$ cat src/rtl/instr_fetch_queue_pkg.sv
// Shared CPU front-end definitions: fetch FSM encoding, word size, and the
// {pc, instr} queue entry.
package instr_fetch_queue_pkg;

    localparam int          WORD_BYTES = 4;
    localparam logic [31:0] INSTR_NOP  = 32'h0;

    typedef enum logic [1:0] {
        ST_IDLE    = 2'd0,
        ST_ISSUE   = 2'd1,
        ST_WAIT    = 2'd2,
        ST_DISCARD = 2'd3
    } fetch_state_t;

    typedef struct packed {
        logic [31:0] pc;
        logic [31:0] instr;
    } fetch_entry_t;

endpackage

$ cat src/rtl/instr_fetch_queue_if.sv
// Instruction-memory read port plus the queue-head handshake toward IF/ID.
// master = fetch queue, slave = memory/consumer side.
interface instr_fetch_queue_if;

    logic        imem_req;
    logic [31:0] imem_addr;
    logic        imem_rvalid;
    logic [31:0] imem_rdata;
    logic        valid;
    logic        ready;
    logic [31:0] instr;
    logic [31:0] pc;
    logic [31:0] pc_plus4;

    modport master (
        output imem_req, imem_addr, valid, instr, pc, pc_plus4,
        input  imem_rvalid, imem_rdata, ready
    );

    modport slave (
        input  imem_req, imem_addr, valid, instr, pc, pc_plus4,
        output imem_rvalid, imem_rdata, ready
    );

endinterface

$ cat src/rtl/instr_fetch_queue_fetch_fifo.sv
// Purpose: DEPTH-entry {pc, instr} queue with synchronous flush.
// Latency: a push is visible at the head the cycle after it is written.
// Backpressure: pushes while full and pops while empty are dropped.
module fetch_fifo
    import instr_fetch_queue_pkg::*;
#(
    parameter  int DEPTH = 4,
    localparam int AW    = $clog2(DEPTH)
) (
    input  logic         clk,
    input  logic         rst,
    input  logic         flush,
    input  logic         push,
    input  fetch_entry_t push_dat,
    input  logic         pop,
    output fetch_entry_t head_dat,
    output logic [AW:0]  count,
    output logic         full,
    output logic         empty
);

    localparam logic [AW:0] DEPTH_CNT = (AW+1)'(DEPTH);

    fetch_entry_t    mem [DEPTH];
    logic [AW-1:0]   wr_ptr;
    logic [AW-1:0]   rd_ptr;
    logic            do_push;
    logic            do_pop;

    assign full     = (count == DEPTH_CNT);
    assign empty    = (count == '0);
    assign do_push  = push && !full;
    assign do_pop   = pop && !empty;
    assign head_dat = mem[rd_ptr];

    // Flush wins over any same-cycle push or pop.
    always_ff @(posedge clk) begin
        if (rst || flush) begin
            wr_ptr <= '0;
            rd_ptr <= '0;
            count  <= '0;
        end else begin
            if (do_push) wr_ptr <= wr_ptr + 1'b1;
            if (do_pop)  rd_ptr <= rd_ptr + 1'b1;
            if (do_push && !do_pop)      count <= count + 1'b1;
            else if (!do_push && do_pop) count <= count - 1'b1;
        end
    end

    always_ff @(posedge clk) begin
        if (do_push && !flush && !rst) mem[wr_ptr] <= push_dat;
    end

endmodule

$ cat src/rtl/instr_fetch_queue.sv
// Purpose: owns fetch PC, issues one-outstanding imem reads, queues {pc, instr} for IF/ID.
// Latency: start->req 1 cycle; response->valid 1 cycle; redirect->new req 1 cycle.
// Backpressure: ready=0 lets the queue fill to DEPTH, after which requests stop.
module instr_fetch_queue
    import instr_fetch_queue_pkg::*;
#(
    parameter int          DEPTH    = 4,
    parameter logic [31:0] RESET_PC = 32'h0
) (
    input  logic                clk,
    input  logic                rst,
    input  logic                start,
    input  logic                redirect_valid,
    input  logic [31:0]         redirect_pc,
    instr_fetch_queue_if.master bus
);

    localparam int          AW        = $clog2(DEPTH);
    localparam logic [AW:0] DEPTH_CNT = (AW+1)'(DEPTH);

    fetch_state_t state;
    logic [31:0]  fetch_pc;
    logic [AW:0]  count;
    logic [AW:0]  count_after;
    logic         full;
    logic         empty;
    logic         flush;
    logic         push;
    logic         pop;
    logic         issue;
    fetch_entry_t head_dat;
    fetch_entry_t push_dat;

    assign flush       = redirect_valid && (state != ST_IDLE);
    assign push        = (state == ST_WAIT) && bus.imem_rvalid && !redirect_valid;
    assign pop         = !empty && bus.ready;
    assign count_after = count + (AW+1)'(push) - (AW+1)'(pop);
    // fetch_pc has already stepped past the outstanding request.
    assign push_dat    = '{pc: fetch_pc - 32'(WORD_BYTES), instr: bus.imem_rdata};

    always_comb begin
        issue = 1'b0;
        if (!rst && !redirect_valid) begin
            case (state)
                ST_ISSUE: issue = !full;
                ST_WAIT:  issue = bus.imem_rvalid && (count_after < DEPTH_CNT);
                default:  issue = 1'b0;
            endcase
        end
    end

    always_ff @(posedge clk) begin
        if (rst) begin
            state    <= ST_IDLE;
            fetch_pc <= RESET_PC;
        end else if (state == ST_IDLE) begin
            if (start) state <= ST_ISSUE;
        end else if (redirect_valid) begin
            fetch_pc <= {redirect_pc[31:2], 2'b00};
            // A read still in flight must be drained before the next one goes out.
            if ((state == ST_WAIT || state == ST_DISCARD) && !bus.imem_rvalid)
                state <= ST_DISCARD;
            else
                state <= ST_ISSUE;
        end else begin
            if (issue) fetch_pc <= fetch_pc + 32'(WORD_BYTES);
            case (state)
                ST_ISSUE:   if (issue) state <= ST_WAIT;
                ST_WAIT:    if (bus.imem_rvalid && !issue) state <= ST_ISSUE;
                ST_DISCARD: if (bus.imem_rvalid) state <= ST_ISSUE;
                default:    state <= ST_IDLE;
            endcase
        end
    end

    fetch_fifo #(.DEPTH(DEPTH)) u_fifo (
        .clk      (clk),
        .rst      (rst),
        .flush    (flush),
        .push     (push),
        .push_dat (push_dat),
        .pop      (pop),
        .head_dat (head_dat),
        .count    (count),
        .full     (full),
        .empty    (empty)
    );

    assign bus.imem_req  = issue;
    assign bus.imem_addr = fetch_pc;
    assign bus.valid     = !empty;
    assign bus.instr     = empty ? INSTR_NOP : head_dat.instr;
    assign bus.pc        = empty ? 32'h0 : head_dat.pc;
    assign bus.pc_plus4  = empty ? 32'h0 : head_dat.pc + 32'(WORD_BYTES);

endmodule

$ cat src/flat_wrapper.sv
// flat-port wrapper written by rule: the top's interface ports become plain ports
module instr_fetch_queue_flat import instr_fetch_queue_pkg::*;
#(
    parameter int          DEPTH    = 4,
    parameter logic [31:0] RESET_PC = 32'h0
)
  (clk, rst, start, redirect_valid, redirect_pc, bus_imem_req, bus_imem_addr, bus_valid, bus_instr, bus_pc, bus_pc_plus4, bus_imem_rvalid, bus_imem_rdata, bus_ready);
  instr_fetch_queue_if bus_i ();
  input  logic clk;
  input  logic rst;
  input  logic start;
  input  logic redirect_valid;
  input  logic [31:0] redirect_pc;
  output wire logic [$bits(bus_i.imem_req)-1:0] bus_imem_req;
  output wire logic [$bits(bus_i.imem_addr)-1:0] bus_imem_addr;
  output wire logic [$bits(bus_i.valid)-1:0] bus_valid;
  output wire logic [$bits(bus_i.instr)-1:0] bus_instr;
  output wire logic [$bits(bus_i.pc)-1:0] bus_pc;
  output wire logic [$bits(bus_i.pc_plus4)-1:0] bus_pc_plus4;
  input wire logic [$bits(bus_i.imem_rvalid)-1:0] bus_imem_rvalid;
  input wire logic [$bits(bus_i.imem_rdata)-1:0] bus_imem_rdata;
  input wire logic [$bits(bus_i.ready)-1:0] bus_ready;
  assign bus_imem_req = bus_i.imem_req;
  assign bus_imem_addr = bus_i.imem_addr;
  assign bus_valid = bus_i.valid;
  assign bus_instr = bus_i.instr;
  assign bus_pc = bus_i.pc;
  assign bus_pc_plus4 = bus_i.pc_plus4;
  assign bus_i.imem_rvalid = bus_imem_rvalid;
  assign bus_i.imem_rdata = bus_imem_rdata;
  assign bus_i.ready = bus_ready;
  instr_fetch_queue #(.DEPTH(DEPTH), .RESET_PC(RESET_PC)) u_core (.clk(clk), .rst(rst), .start(start), .redirect_valid(redirect_valid), .redirect_pc(redirect_pc), .bus(bus_i));
endmodule
$ cat config.mk
export PLATFORM = sky130hd
export DESIGN_NAME = instr_fetch_queue_flat
export DESIGN_NICKNAME = d
export VERILOG_FILES = /design/src/rtl/instr_fetch_queue_pkg.sv /design/src/rtl/instr_fetch_queue_if.sv /design/src/rtl/instr_fetch_queue_fetch_fifo.sv /design/src/rtl/instr_fetch_queue.sv /design/src/flat_wrapper.sv
export SDC_FILE = /design/constraint.sdc
export NUM_CORES = 1
export LEC_CHECK = 0
export CAP_MARGIN = 20
export CORE_UTILIZATION = 35
export DETAILED_ROUTE_END_ITERATION = 16
export GPL_ROUTABILITY_DRIVEN = 0
export SLEW_MARGIN = 0
export SYNTH_ARGS = -nofsm -noshare
export SYNTH_HDL_FRONTEND = slang
export SYNTH_SLANG_ARGS = --single-unit
$ cat constraint.sdc
create_clock -name clk -period 8.5 [get_ports clk]
set_clock_uncertainty 0.2 [all_clocks]
set_input_delay 2.55 -clock clk [delete_from_list [all_inputs] [get_ports clk]]
set_output_delay 2.55 -clock clk [all_outputs]
set_load 0.02 [all_outputs]
=== Word level (Yosys, flattened, before mapping) ===
Memory sizes are Yosys's and may differ from the RTL's. A register that Yosys moved wholly into a read port is not among the register bits.
Index checks and enable logic that the tools add are counted.

* Bits in registers: 41
* Memory bits (writable): 256
* Input port bits: 70
* Output and inout port bits: 130
* Memories: 1

{| class="wikitable"
|+ Memories
! memory !! words !! bits a word !! rd ports !! clocked after memory_dff !! wr ports !! RTL line !! source
|-
| u_core.u_fifo.mem || 4 || 64 || 1 || 1 || 1 || instr_fetch_queue_fetch_fifo.sv:24 || <nowiki>fetch_entry_t mem [DEPTH];</nowiki>
|}

* $add $sub $neg: 9
* Magnitude comparators: 1
* Equal/unequal tests: 8
* Muxes and demuxes: 21
* Bitwise logic cells: 1
* Reductions and logical operators: 32

{| class="wikitable"
|+ Operators with widths
! cell !! number
|-
| 2-to-1 mux 32 bit || 5
|-
| adder 32 x 3 -> 32 bit, second input constant || 2
|-
| subtractor 32 x 3 -> 32 bit, second input constant || 1
|-
| 2-to-1 mux 2 bit || 9
|-
| logical AND 1 bit || 14
|-
| zero test 1 bit || 9
|-
| != test 4 x 3 -> 1 bit, second input constant || 2
|-
| 2-to-1 mux 3 bit || 2
|-
| one-hot mux 2 bit (3 select lines) || 1
|-
| nonzero test 2 bit || 3
|-
| adder 2 x 1 -> 2 bit, second input constant || 2
|-
| == test 2 bit, second input constant || 2
|-
| != test 4 x 2 -> 1 bit, second input constant || 1
|-
| AND reduction 4 bit || 1
|-
| adder 3 x 1 -> 3 bit || 1
|-
| adder 3 x 1 -> 3 bit, second input constant || 1
|-
| == test 3 bit, second input constant || 1
|-
| zero test 3 bit || 1
|-
| < comparator 3 bit, second input constant || 1
|-
| 2-to-1 mux 1 bit || 3
|-
| subtractor 3 x 1 -> 3 bit || 1
|-
| subtractor 3 x 1 -> 3 bit, second input constant || 1
|-
| == test 2 x 1 -> 1 bit, second input constant || 1
|-
| zero test 2 bit || 1
|-
| other kinds (5) || 6
|}

=== Depth between registers and ports, before layout ===
* Depth after elaboration: 15
* Depth in mapped cells: 15
* Depth with buffers taken out: 13

=== Hierarchy ===
Synthesis repeated with hierarchy kept, for this count alone.

* Cells, all modules: 972
* Area, all modules: 13730.7 um^2

{| class="wikitable"
|+ Modules (own cells, without submodules)
! module !! times used !! cells each !! area each (um^2)
|-
| fetch_fifo || 1 || 384 || 9681.8
|-
| instr_fetch_queue || 1 || 588 || 4048.9
|}

=== Least setup slack after synthesis ===
No wires, ideal clock.

* Path kind: in2out
* From: input redirect_valid
* To: output bus_imem_req
* Arrival time: 4.636 ns
* Data required time: 5.750 ns
* Path slack: 1.114 ns
* Cell stages on the path: 12
* Buffers on the path: 2
* Cells stage by stage: clkbuf_1 > clkinv_1 > nand2_1 > ha_1 > inv_1 > ha_1 > and3b_1 > o21ai_0 > a31o_1 > buf_2 > nand2_1 > nor2_1

* Longest elaborated chain between the ends: 8
* Elaborated cells between the ends (all ways): 9
* Classes of those cells: add/sub: 2; order compare: 1; mux: 2; reduce/logical: 4

{| class="wikitable"
|+ Ends and longest elaborated chain
! element !! RTL line !! source
|-
| start, declared || flat_wrapper.sv:12 || <nowiki>input logic redirect_valid;</nowiki>
|-
| zero test 1 bit (*) || instr_fetch_queue.sv:35, instr_fetch_queue.sv:43 ||
|-
| logical AND 1 bit || instr_fetch_queue.sv:35 || <nowiki>assign push = (state == ST_WAIT) && bus.imem_rvalid && !redirect_valid;</nowiki>
|-
| adder 3 x 1 -> 3 bit || instr_fetch_queue.sv:37 || <nowiki>assign count_after = count + (AW+1)'(push) - (AW+1)'(pop);</nowiki>
|-
| subtractor 3 x 1 -> 3 bit || instr_fetch_queue.sv:37 ||
|-
| < comparator 3 bit || instr_fetch_queue.sv:46 || <nowiki>ST_WAIT: issue = bus.imem_rvalid && (count_after < DEPTH_CNT);</nowiki>
|-
| logical AND 1 bit || instr_fetch_queue.sv:46 ||
|-
| one-hot mux 1 bit (2 select lines) || instr_fetch_queue.sv:44 || <nowiki>case (state)</nowiki>
|-
| 2-to-1 mux 1 bit (*) || instr_fetch_queue.sv:43 || <nowiki>if (!rst && !redirect_valid) begin</nowiki>
|-
| end, declared || flat_wrapper.sv:14 || <nowiki>output wire logic [$bits(bus_i.imem_req)-1:0] bus_imem_req;</nowiki>
|}

Every way passes the cells marked *; elsewhere a longest branch is shown, timed or not.

=== Worst setup path in the final report ===
* From: input bus_imem_rvalid
* To: output bus_imem_req

* Longest elaborated chain between the ends: 8

{| class="wikitable"
|+ Ends and longest elaborated chain
! element !! RTL line !! source
|-
| start, declared || flat_wrapper.sv:20 || <nowiki>input wire logic [$bits(bus_i.imem_rvalid)-1:0] bus_imem_rvalid;</nowiki>
|-
| logical AND 1 bit (2 in series) || instr_fetch_queue.sv:35 ||
|-
| adder 3 x 1 -> 3 bit || instr_fetch_queue.sv:37 ||
|-
| subtractor 3 x 1 -> 3 bit || instr_fetch_queue.sv:37 ||
|-
| < comparator 3 bit || instr_fetch_queue.sv:46 ||
|-
| logical AND 1 bit (*) || instr_fetch_queue.sv:46 ||
|-
| one-hot mux 1 bit (2 select lines) (*) || instr_fetch_queue.sv:44 ||
|-
| 2-to-1 mux 1 bit (*) || instr_fetch_queue.sv:43 ||
|}

Marks and branches as above.

==> run metrics <==
mux contribution to synthesized area 0.110; RSZ-0062 raised after global routing no; highest clock frequency the design can meet 124 MHz; power after layout 4.43 mW; overall routed net length 32.1 mm; per-cell via count in the routed design 5.12; compound-gate portion of the synthesized area 0.0525; Cell Area, Synth 0.0134 mm^2; horizontal die dimension 198 um; final net count 1215; main combinational cell family by area after synthesis simple AND/OR/NAND/NOR gates; DR WL/cell 19.3 um; Initial Util 0.356; Setup-failing EPs final 0; aggregate negative setup slack 0 ns; commonest cells in the synthesized netlist edfxtp_1 (248), nor2_1 (73), and2_1 (65); worst vdd rail ir drop 0.159 mV; post-synth top area cell edfxtp_1; final-report hold violation count 0; die boundary height 198 um; share of synthesized area occupied by flip-flops and latches 0.616; Post-Synth XOR/XNOR Area 0.0359; endpoint class of the critical path output port; grt total ovfl 0; Placement Rows 71; global-route wire length before repair 49.1 mm; number of diodes added for antenna fixing 0; Cell Pwr Density 265 mW/mm^2; arithmetic-cell share of the synthesized area counting full adders, half adders and majority gates 0.0155; maximum count of clock buffers along a single path 3; warning count from the yosys run 0; total cell area at the placement stage 0.0158 mm^2; Post-Syn Instances 951; hold wc startpoint u_core.u_fifo.rd_ptr[0]; post-route clock period utilization 0.947; Post-Route Hold Slack 0.353 ns; TritonRoute pass-1 iters 5; final antenna-violating net count 0; Worst Path Class, Setup in -> out; Post-synth EDFFs 248; count of instances resized after the clock tree is built 0; maximum number of pins on one net before global-route repair 61; Critical Path Source Type primary input; number of distinct library cells after synthesis 69; run status complete, no violations; H-Tree Depth 1; clock latency on the worst-skew pair 0.56 ns; data arrival time of the critical path 5.30 ns; fill cell total of the finished layout 3453; Port Buffers 191; relative max-transition margin 0.298; critical path launch point bus_imem_rvalid; number of placed I/O pins 200; area share of the largest cell type after synthesis 0.555; number of maximum-capacitance violations 0; max-slew violation total from the final report 0; cell at the root of the clock tree clkbuf_16; static power due to leakage 5.35 nW; Starting DRT DRC Count 445; cells taking the most area after synthesis edfxtp_1 (55%), mux4_2 (10%), dfxtp_1 (6.1%); Die Outline Area 0.0391 mm^2; post-CTS repair timing setup buffer count 0; classification of the worst-slack hold path reg -> reg; layout cell share with drive strength beyond 1 0.133; worst flop-to-flop path startpoint u_core.u_fifo.count[0]; clock period minus final worst setup slack 8.05 ns; Core ar. 0.0377 mm^2; area added between synthesis and finish 24.5%; share of flip-flops with an asynchronous set or reset after synthesis 0; count leader, synth edfxtp_1; DRC errors left 0; transition time of the tightest slew-check pin 1.05 ns; HPWL after DPL 21.3 mm; number of global-route vias before repair 8375; number of hold buffers added after cts 0; required time reported for the critical path endpoint 5.75 ns; area share of and/or/nand/nor cells after synthesis 0.136; Finished Cell Area 0.0167 mm^2; CTS tree done; # clock sinks 289; combined global-route utilization of all metal layers 0.163; most used flip-flop cell after synthesis edfxtp_1; antenna violations before repair 0; TritonCTS Buffers 31; clock input transition at the sequential cells of the worst setup and hold paths 0.06 ns; Avg Inst Size Synth 14.1 um^2; largest fanout of any net on the critical path 3; flip-flop and latch count after synthesis 289; vias after detailed routing 8523
==> where the power goes <==
part / leakage (nW) / switching, mW / internal, mW
combinational: 2.34 / 0.819 / 0.649
sequential: 2.57 / 0.0737 / 1.63
clock: 0.441 / 0.553 / 0.701
total: 5.35 / 1.45 / 2.98
==> final cells by class <==
cell class	count	area [um^2]	share of cell area
clock buffer	36	795	0.0475
clock inverter	21	156	0.00936
inverter	22	82.6	0.00494
multi-input combinational	578	4740	0.284
sequential	289	8270	0.495
tap	511	639	0.0382
timing repair buffer	207	2030	0.122
==> critical path: stages <==
cell and delay, ns:
clkdlybuf4s50_1 0.52, and2_1 0.18, nand2_1 0.09, ha_1 0.18
inv_1 0.06, ha_1 0.21, and3b_1 0.17, o21ai_0 0.28
a31o_1 0.23, nand2_1 0.09, nor2_1 0.11, clkdlybuf4s50_1 0.62
==> layer usage <==
| metal | global-route usage | vias to the layer above | share of wire |
|---|---|---|---|
| met4 | 0.0336 | 0 | 0.019 |
| met5 | 0 | - | 0 |
| met2 | 0.253 | 292 | 0.44 |
| met1 | 0.240 | 4215 | 0.48 |
| met3 | 0.0286 | 41 | 0.063 |
| li1 | - | 3975 | - |
==> kinds of logic after synthesis <==
kind of cell               after synthesis
buffers and inverters                   89
DFF                                    289
AOI/OAI and AO/OA                      111
xor gates and xnor gates                55
muxes                                   70
adders and majority gates               16
other                                    1
and+or+nand+nor                        320
==> final timing paths <==
kind | slack [ns] | cells past startpoint | end
worst min-delay path | 0.35 | 2 | u_core.u_fifo.rd_ptr[0]
worst max register to register | 4.66 | 14 | u_core.bus.imem_addr[28]
worst min register to register | 0.35 | 2 | u_core.u_fifo.rd_ptr[0]
worst max-delay path | 0.45 | 12 | bus_imem_req
==> cells in the final DEF (no fill, tap or decap), types with 8 or more instances in the layout <==
cell type and instances:
a211oi_1 21, a21oi_1 25, and2_1 65, and3_1 9, buf_4 16, clkbuf_16 31
clkdlybuf4s50_1 191, clkinv_1 9, dfxtp_1 39, edfxtp_1 248, ha_1 15, inv_1 21
mux4_2 61, nand2_1 46, nand3_1 24, nand4_1 11, nor2_1 73, nor3_1 16
nor4_2 8, o21ai_0 30, or3_1 19, xnor2_1 31, xor2_1 24
==> sequential cells by signal, summed over array words and instances, names as in the netlist, named ones only <==
signal and count:
u_core.u_fifo.mem 248, u_core.u_fifo.wr_ptr 2, u_core.u_fifo.count 3, u_core.u_fifo.rd_ptr 2, u_core.state 2, u_core.bus.imem_addr 30
==> metrics by stage <==
stage | setup slack, ns | utilization | std cells
after floorplan | 1.11 | - | 956
after global placement | 0.501 | 0.419 | 1607
after detailed placement | 0.493 | 0.419 | 1607
after CTS | 0.477 | 0.444 | 1664
after global routing | 0.222 | 0.444 | 1664
final | 0.454 | 0.444 | 1664
No activity file was read; power rests on OpenSTA's default activity.
